## src/rtl/muldiv_unit_if.sv

```systemverilog
// Request/response bundle between the core's operand muxes and the multiply/divide unit.
// Latency: none; this is wiring only.
// Backpressure: the core holds off new requests while busy is high.
interface muldiv_unit_if #(
    parameter int XLEN = 32
);
    logic            start;
    logic [2:0]      op;
    logic [XLEN-1:0] a;
    logic [XLEN-1:0] b;
    logic            busy;
    logic            done;
    logic [XLEN-1:0] result;

    modport master (
        output start, op, a, b,
        input  busy, done, result
    );

    modport slave (
        input  start, op, a, b,
        output busy, done, result
    );
endinterface

```

## src/rtl/muldiv_unit.sv

```systemverilog
// Iterative RV32M multiply/divide: shift-add multiply and restoring divide, one bit per cycle.
// Latency: XLEN+1 edges from acceptance to the done pulse, for every op and special case.
// Backpressure: start is ignored while busy; the result holds until the next accepted start finishes.
module muldiv_unit #(
    parameter int XLEN = 32
) (
    input  logic         clk,
    input  logic         rst,
    muldiv_unit_if.slave bus
);
    localparam int CW = $clog2(XLEN + 1);

    typedef enum logic [1:0] {S_IDLE, S_BUSY, S_DONE} state_t;

    state_t            state_q;
    logic              busy_q, done_q;
    logic [XLEN-1:0]   result_q;
    logic [XLEN-1:0]   a_q;        // raw operand A, returned by REM/REMU on divide-by-zero
    logic [XLEN-1:0]   bmag_q;     // multiplicand / divisor magnitude
    logic [2*XLEN-1:0] acc_q;      // {partial product | remainder, multiplier | quotient}
    logic [2:0]        op_q;
    logic              neg_q, div0_q, ovf_q;
    logic [CW-1:0]     cnt_q;

    // Operand signedness and magnitudes, evaluated on the incoming request.
    logic            a_sgn, b_sgn, a_neg, b_neg, is_rem_in, neg_d, div0_d, ovf_d;
    logic [XLEN-1:0] a_mag, b_mag;

    always_comb begin
        a_sgn     = bus.op[2] ? ~bus.op[0] : (bus.op[1:0] != 2'b11);
        b_sgn     = bus.op[2] ? ~bus.op[0] : ~bus.op[1];
        a_neg     = a_sgn & bus.a[XLEN-1];
        b_neg     = b_sgn & bus.b[XLEN-1];
        a_mag     = a_neg ? -bus.a : bus.a;
        b_mag     = b_neg ? -bus.b : bus.b;
        is_rem_in = bus.op[2] & bus.op[1];
        neg_d     = is_rem_in ? a_neg : (a_neg ^ b_neg);
        div0_d    = bus.op[2] & (bus.b == '0);
        ovf_d     = (bus.op == 3'd4 || bus.op == 3'd6) &&
                    (bus.a == {1'b1, {(XLEN-1){1'b0}}}) && (bus.b == '1);
    end

    // One iteration step of either algorithm on the shared accumulator.
    logic [XLEN:0]     mul_sum, div_shift, div_diff;
    logic [2*XLEN-1:0] step_d;

    always_comb begin
        mul_sum   = {1'b0, acc_q[2*XLEN-1:XLEN]} + {1'b0, (acc_q[0] ? bmag_q : {XLEN{1'b0}})};
        div_shift = {acc_q[2*XLEN-1:XLEN], acc_q[XLEN-1]};
        div_diff  = div_shift - {1'b0, bmag_q};
        if (!op_q[2])
            step_d = {mul_sum, acc_q[XLEN-1:1]};
        else if (!div_diff[XLEN])
            step_d = {div_diff[XLEN-1:0], acc_q[XLEN-2:0], 1'b1};
        else
            step_d = {div_shift[XLEN-1:0], acc_q[XLEN-2:0], 1'b0};
    end

    // Sign fix-up and special-case selection of the finished accumulator.
    logic [2*XLEN-1:0] prod_s;
    logic [XLEN-1:0]   quot, rem, fin_res;

    always_comb begin
        prod_s = neg_q ? -acc_q : acc_q;
        quot   = acc_q[XLEN-1:0];
        rem    = acc_q[2*XLEN-1:XLEN];
        if (!op_q[2])
            fin_res = (op_q[1:0] == 2'b00) ? prod_s[XLEN-1:0] : prod_s[2*XLEN-1:XLEN];
        else if (div0_q)
            fin_res = op_q[1] ? a_q : '1;
        else if (ovf_q)
            fin_res = op_q[1] ? '0 : {1'b1, {(XLEN-1){1'b0}}};
        else if (op_q[1])
            fin_res = neg_q ? -rem : rem;
        else
            fin_res = neg_q ? -quot : quot;
    end

    // Control FSM with registered busy/done/result.
    always_ff @(posedge clk) begin
        if (rst) begin
            state_q  <= S_IDLE;
            busy_q   <= 1'b0;
            done_q   <= 1'b0;
            result_q <= '0;
            a_q      <= '0;
            bmag_q   <= '0;
            acc_q    <= '0;
            op_q     <= '0;
            neg_q    <= 1'b0;
            div0_q   <= 1'b0;
            ovf_q    <= 1'b0;
            cnt_q    <= '0;
        end else begin
            case (state_q)
                S_IDLE, S_DONE: begin
                    done_q <= 1'b0;
                    if (bus.start) begin
                        state_q <= S_BUSY;
                        busy_q  <= 1'b1;
                        a_q     <= bus.a;
                        bmag_q  <= b_mag;
                        acc_q   <= {{XLEN{1'b0}}, a_mag};
                        op_q    <= bus.op;
                        neg_q   <= neg_d;
                        div0_q  <= div0_d;
                        ovf_q   <= ovf_d;
                        cnt_q   <= '0;
                    end else begin
                        state_q <= S_IDLE;
                    end
                end
                S_BUSY: begin
                    if (cnt_q == CW'(XLEN)) begin
                        state_q  <= S_DONE;
                        busy_q   <= 1'b0;
                        done_q   <= 1'b1;
                        result_q <= fin_res;
                    end else begin
                        acc_q <= step_d;
                        cnt_q <= cnt_q + 1'b1;
                    end
                end
                default: begin
                    state_q <= S_IDLE;
                    busy_q  <= 1'b0;
                    done_q  <= 1'b0;
                end
            endcase
        end
    end

    assign bus.busy   = busy_q;
    assign bus.done   = done_q;
    assign bus.result = result_q;
endmodule

```

## src/flat_wrapper.sv

```systemverilog
// flat-port wrapper written by rule: the top's interface ports become plain ports
module muldiv_unit_flat 
#(
    parameter int XLEN = 32
)
  (clk, rst, bus_start, bus_op, bus_a, bus_b, bus_busy, bus_done, bus_result);
  muldiv_unit_if #(.XLEN(XLEN)) bus_i ();
  input  logic clk;
  input  logic rst;
  input wire logic [$bits(bus_i.start)-1:0] bus_start;
  input wire logic [$bits(bus_i.op)-1:0] bus_op;
  input wire logic [$bits(bus_i.a)-1:0] bus_a;
  input wire logic [$bits(bus_i.b)-1:0] bus_b;
  output wire logic [$bits(bus_i.busy)-1:0] bus_busy;
  output wire logic [$bits(bus_i.done)-1:0] bus_done;
  output wire logic [$bits(bus_i.result)-1:0] bus_result;
  assign bus_i.start = bus_start;
  assign bus_i.op = bus_op;
  assign bus_i.a = bus_a;
  assign bus_i.b = bus_b;
  assign bus_busy = bus_i.busy;
  assign bus_done = bus_i.done;
  assign bus_result = bus_i.result;
  muldiv_unit #(.XLEN(XLEN)) u_core (.clk(clk), .rst(rst), .bus(bus_i));
endmodule
```

## config.mk

```make
export PLATFORM = sky130hd
export DESIGN_NAME = muldiv_unit_flat
export DESIGN_NICKNAME = d
export VERILOG_FILES = /design/src/rtl/muldiv_unit_if.sv /design/src/rtl/muldiv_unit.sv /design/src/flat_wrapper.sv
export SDC_FILE = /design/constraint.sdc
export NUM_CORES = 1
export LEC_CHECK = 0
export ABC_CLOCK_PERIOD_IN_PS = 7150
export CAP_MARGIN = 20
export CORE_ASPECT_RATIO = 2
export CORE_MARGIN = 2
export CORE_UTILIZATION = 24
export CTS_CLUSTER_SIZE = 40
export DETAILED_ROUTE_END_ITERATION = 10
export RECOVER_POWER = 25
export SETUP_SLACK_MARGIN = 0.1
export SKIP_LAST_GASP = 1
export SLEW_MARGIN = 20
export SYNTH_ARGS = -nofsm -noshare
export SYNTH_HDL_FRONTEND = slang
export SYNTH_SLANG_ARGS = --single-unit
```

## constraint.sdc

```tcl
create_clock -name clk -period 7.15 [get_ports clk]
set_input_delay 1.43 -clock clk [delete_from_list [all_inputs] [get_ports clk]]
set_output_delay 1.43 -clock clk [all_outputs]
set_load 0.02 [all_outputs]
```

==> metrics list <==
- The initial utilization of the core area, before any placement, comes to ~24%.
- The synthesized design contains roughly 180 register bits.
- Maximum operating frequency: just under 0.2 GHz
* Pin slew with the least headroom to its limit: approximately 2.7 ns
* Seq pwr share: roughly 38%
* Data arrival at the endpoint of the critical path: 5.48 ns
- Share of total power consumed by net switching: 38.8%
* Maximum capacitance violations: 3
* Share of the core filled with cells: 27.9%
* Via-to-Cell Ratio: roughly 5.5
* Path type of the worst setup path: in -> reg
* Launch instance of the worst min-delay path: u_core.bus.result[25]
- Portion of total power attributed to the clock network: between 30% and 40%
- Maximum number of pins on one net before global-route repair: 69
- The die is about 180 um wide.
- After clock tree synthesis, the clock-pin slew on the worst setup and hold paths is approximately 0.080 ns.
- Clock tree synthesis found a total of about 180 sinks.
- Before CTS, the worst setup slack after placement is around 2.5 ns.
- Nets: approximately 2.2k
- Summing the areas of all compound-gate instances in the mapped netlist gives roughly 28% of the synthesized area.
- Fraction of layout cells with a size suffix above 1: around 4%
* Post-cts gate resize count: 0
* Worst flop-to-flop path startpoint: u_core.acc_q[10]
* Cell count of the worst reg-to-reg path: 8
- TritonCTS built the clock tree.
- When the netlist entered floorplanning its net count stood at approximately 2.2k.
* Area share of xor/xnor cells in the synthesized design: 11.1%
- Buffers inserted by post-CTS timing repair: 0
* Total number of H-tree levels: 4
- Drt pass-1 iters: 6
- The share of the Yosys chip area taken by registers is around a quarter.
* Adder-cell area share of the yosys netlist: 6.18%
* Static power due to leakage: about 6.5 nW
- The cell area that synthesis handed to floorplanning was approximately 15000 um2.
- The min-delay analysis places its worst path in the category reg -> reg.
- Leading cell types by count after synthesis: 263 x sky130_fd_sc_hd__nand2_1, 176 x sky130_fd_sc_hd__dfxtp_1, 174 x sky130_fd_sc_hd__o21ai_0
- The final hold violation count was 0.
* Routed length per placed instance: 22.5 um
- Overall global routing resource usage: between 10% and 20%
* Share of the cycle needed by the critical path after routing: ~72%
- Counting the buffers created by CTS gives 17.
- Buffers placed on the I/O ports in this run total 103.
* Run status: complete, but fails checks
* Detailed router's first-iteration violation count: between 1k and 1.5k
- Of the total synthesized cell area, the portion taken by AND, OR, NAND and NOR gates is about 22%.
* DP HPWL: ~49 mm
- The internal power of the cells totals between 1.5 and 2 mW.
- On the final layout, the worst clock skew is roughly 0.014 ns.
- The worst hold path passes through 2 cells.
- Count of synthesis-stage warnings from yosys: 0
- Vias in the first global route: roughly 15k
* Period minus WS final: just over 5 ns
- After floorplanning, the core was divided into 129 placement rows.
- Per report_power, the combinational group accounts for between 20% and 30% of the total.
* Remaining number of nets flagged by the antenna check after routing: 0
- The worst pin sits at a relative slew slack of -77.8%.
- Wires add up to 64.2 mm.
* Crit path capture type: register
- Leading cell type by number of instances after synthesis: sky130_fd_sc_hd__nand2_1
* Synthesized area per cell: between 7 and 8 um2
- Hold repair after CTS inserted 0 buffers.
* Leading register cell type out of synthesis: sky130_fd_sc_hd__dfxtp_1
* Area growth from synthesis to layout: 14.8%
- Violations in the final reports: capacitance limit, slew limit
* Capturing point of the worst reg2reg path: u_core.bus.result[0]
* Worst voltage drop across the vdd grid: ~210 uV
* First-pass GRT wire length: between 90 and 100 mm
- Synthesis instantiated between 70 and 80 different standard cells from the library.
- Clock tree synthesis selected as its root buffer the cell sky130_fd_sc_hd__clkbuf_16.
- Hold EP: u_core.bus.result[25]
* Std-Cell Core Area: roughly 62000 um2
- Main combinational cell family by area after synthesis: compound AO/OA/AOI/OAI gates
- Setup violations remaining at the end of the flow were counted as 0.
- After detailed routing, the number of remaining DRC violations is 0.
* R2R Setup Slk: around 2.3 ns
* Required @ worst endpoint: ~7.5 ns
- The congestion estimate from routability-driven global placement came to slightly below 1.
- Summed over all instances, the cell type with the most area after synthesis is sky130_fd_sc_hd__dfxtp_1.
* Final Worst Setup Slack: roughly 2.0 ns
- GR Overflow Total: 0
- STA classifies the critical path startpoint as an input pin.
- Number of pins with negative max-slew slack in the final report: 90
* Unrepaired setup endpoints after global routing: no
- Summing over every cut layer, the via total after detailed routing is 15.6k.
* DIE HEIGHT: 358 um
- The analysis attributes to net switching a power of between 1 and 1.5 mW.
* Clock buffer depth: 2
- In this run the worst path has a maximum fanout of 45.
- Areal power density over the cells: roughly 170 nW/um2
* Proportion of synthesized flip-flops having asynchronous set or reset: 0%
- Initial antenna violation count: 0
- The number of antenna diodes in the final layout is 0.
- In the post-synthesis netlist, the biggest area contributors are sky130_fd_sc_hd__dfxtp_1 23%, sky130_fd_sc_hd__nand2_1 6.6%, sky130_fd_sc_hd__ha_1 5.9%, sky130_fd_sc_hd__o21ai_0 5.8%, sky130_fd_sc_hd__xnor2_1 5.6%.
- The die covers around 65000 um2.
- After technology mapping, the gate count stands at 2053.
- I/O pin cnt: between 100 and 150
- Counting flops with a built-in enable in the synthesized netlist gives 0.
* Post-route setup TNS: 0 ns
- After synthesis, the share of cell area in mux cells is 3.51%.
* Worst-Skew Late Latency: between 0.4 and 0.5 ns
- The top cell type by area accounts for a little under a quarter of the synthesized area.
power by group through the flow:
stage / sequential [mW] / combinational [mW] / clock [mW]
floorplan: 1.08 / 0.594 / 0
global placement: 1.14 / 0.835 / 0
detailed placement: 1.14 / 0.838 / 0
CTS: 1.12 / 0.841 / 1.01
global route: 1.12 / 0.932 / 1.04
finish: 1.12 / 0.856 / 0.993
routing by layer:
metal  part of all wire [%]  vias up  routed length [um]  track usage (%)
met1                     36     7346               22900             20.2
li1                       -     7455                   -                -
met5                      0        -                   0                0
met4                    8.9        0                5680             15.6
met3                    6.0      208                3870             3.02
met2                     49      622               31800             34.7
layout make-up:
| cell class | count | area (um2) |
|---|---|---|
| clock buffers | 17 | 425 |
| clock inverters | 15 | 191 |
| fillers | 6721 | 44600 |
| inverters | 63 | 236 |
| multi-input cells | 1670 | 10700 |
| flip-flops and latches | 176 | 3530 |
| well taps | 786 | 983 |
| repair buffers | 124 | 1170 |
worst max path at each step:
| stage | startpoint | endpoint | slack, ns |
|---|---|---|---|
| after floorplan | bus_b[10] | u_core.bmag_q[30] | 3.44 |
| after global placement | bus_b[0] | u_core.bmag_q[29] | 2.49 |
| after detailed placement | bus_b[0] | u_core.bmag_q[27] | 2.47 |
| after CTS | bus_b[0] | u_core.bmag_q[27] | 2.97 |
| after global routing | rst | u_core.a_q[6] | 1.84 |
| final | rst | u_core.a_q[31] | 2.04 |
cell usage in the layout (no fill, tap or decap), types with 62 or more instances in the layout:
| cell | synthesis | final |
|---|---|---|
| sky130_fd_sc_hd__nor2_1 | 173 | 170 |
| sky130_fd_sc_hd__dfxtp_1 | 176 | 174 |
| sky130_fd_sc_hd__a21oi_1 | 150 | 150 |
| sky130_fd_sc_hd__clkdlybuf4s50_1 | 0 | 85 |
| sky130_fd_sc_hd__inv_1 | 62 | 62 |
| sky130_fd_sc_hd__o21ai_0 | 174 | 174 |
| sky130_fd_sc_hd__xor2_1 | 95 | 95 |
| sky130_fd_sc_hd__nand2_1 | 263 | 263 |
| sky130_fd_sc_hd__xnor2_1 | 96 | 96 |
| sky130_fd_sc_hd__ha_1 | 71 | 71 |
logic make-up after synthesis:
family,after synthesis
buffers and inverters,207
adder cells (fa/ha/maj),73
AND/OR/NAND/NOR,702
XOR/XNOR,191
flip-flops,176
multiplexers,50
AO/OA/AOI/OAI,654
registers in the layout, summed over array words and instances, names as in the netlist:
signal and cells:
u_core.a_q 32, u_core.acc_q 64, u_core.bmag_q 32, u_core.bus.busy 1, u_core.bus.done 1, u_core.bus.result 32
u_core.cnt_q 6, u_core.div0_q 1, u_core.neg_q 1, u_core.op_q 3, u_core.ovf_q 1, u_core.state_q 2
stage by stage:
stage | total power, mW | std cells | instance area, um2 | hold slack (ns)
after floorplan | 1.68 | 2053 | 15000 | 0.440
after global placement | 1.97 | 2819 | 16700 | 0.438
after detailed placement | 1.98 | 2819 | 16700 | 0.445
after CTS | 2.96 | 2851 | 17300 | 0.461
after global routing | 3.09 | 2851 | 17200 | 0.483
final | 2.97 | 2851 | 17200 | 0.457
worst max-delay path, stage by stage:
cell	delay [ns]
sky130_fd_sc_hd__clkbuf_1	0.21
sky130_fd_sc_hd__clkbuf_1	1.93
sky130_fd_sc_hd__nor2_1	0.47
sky130_fd_sc_hd__clkbuf_1	0.88
sky130_fd_sc_hd__a22o_1	0.51
No activity file was read; power rests on OpenSTA's default activity.
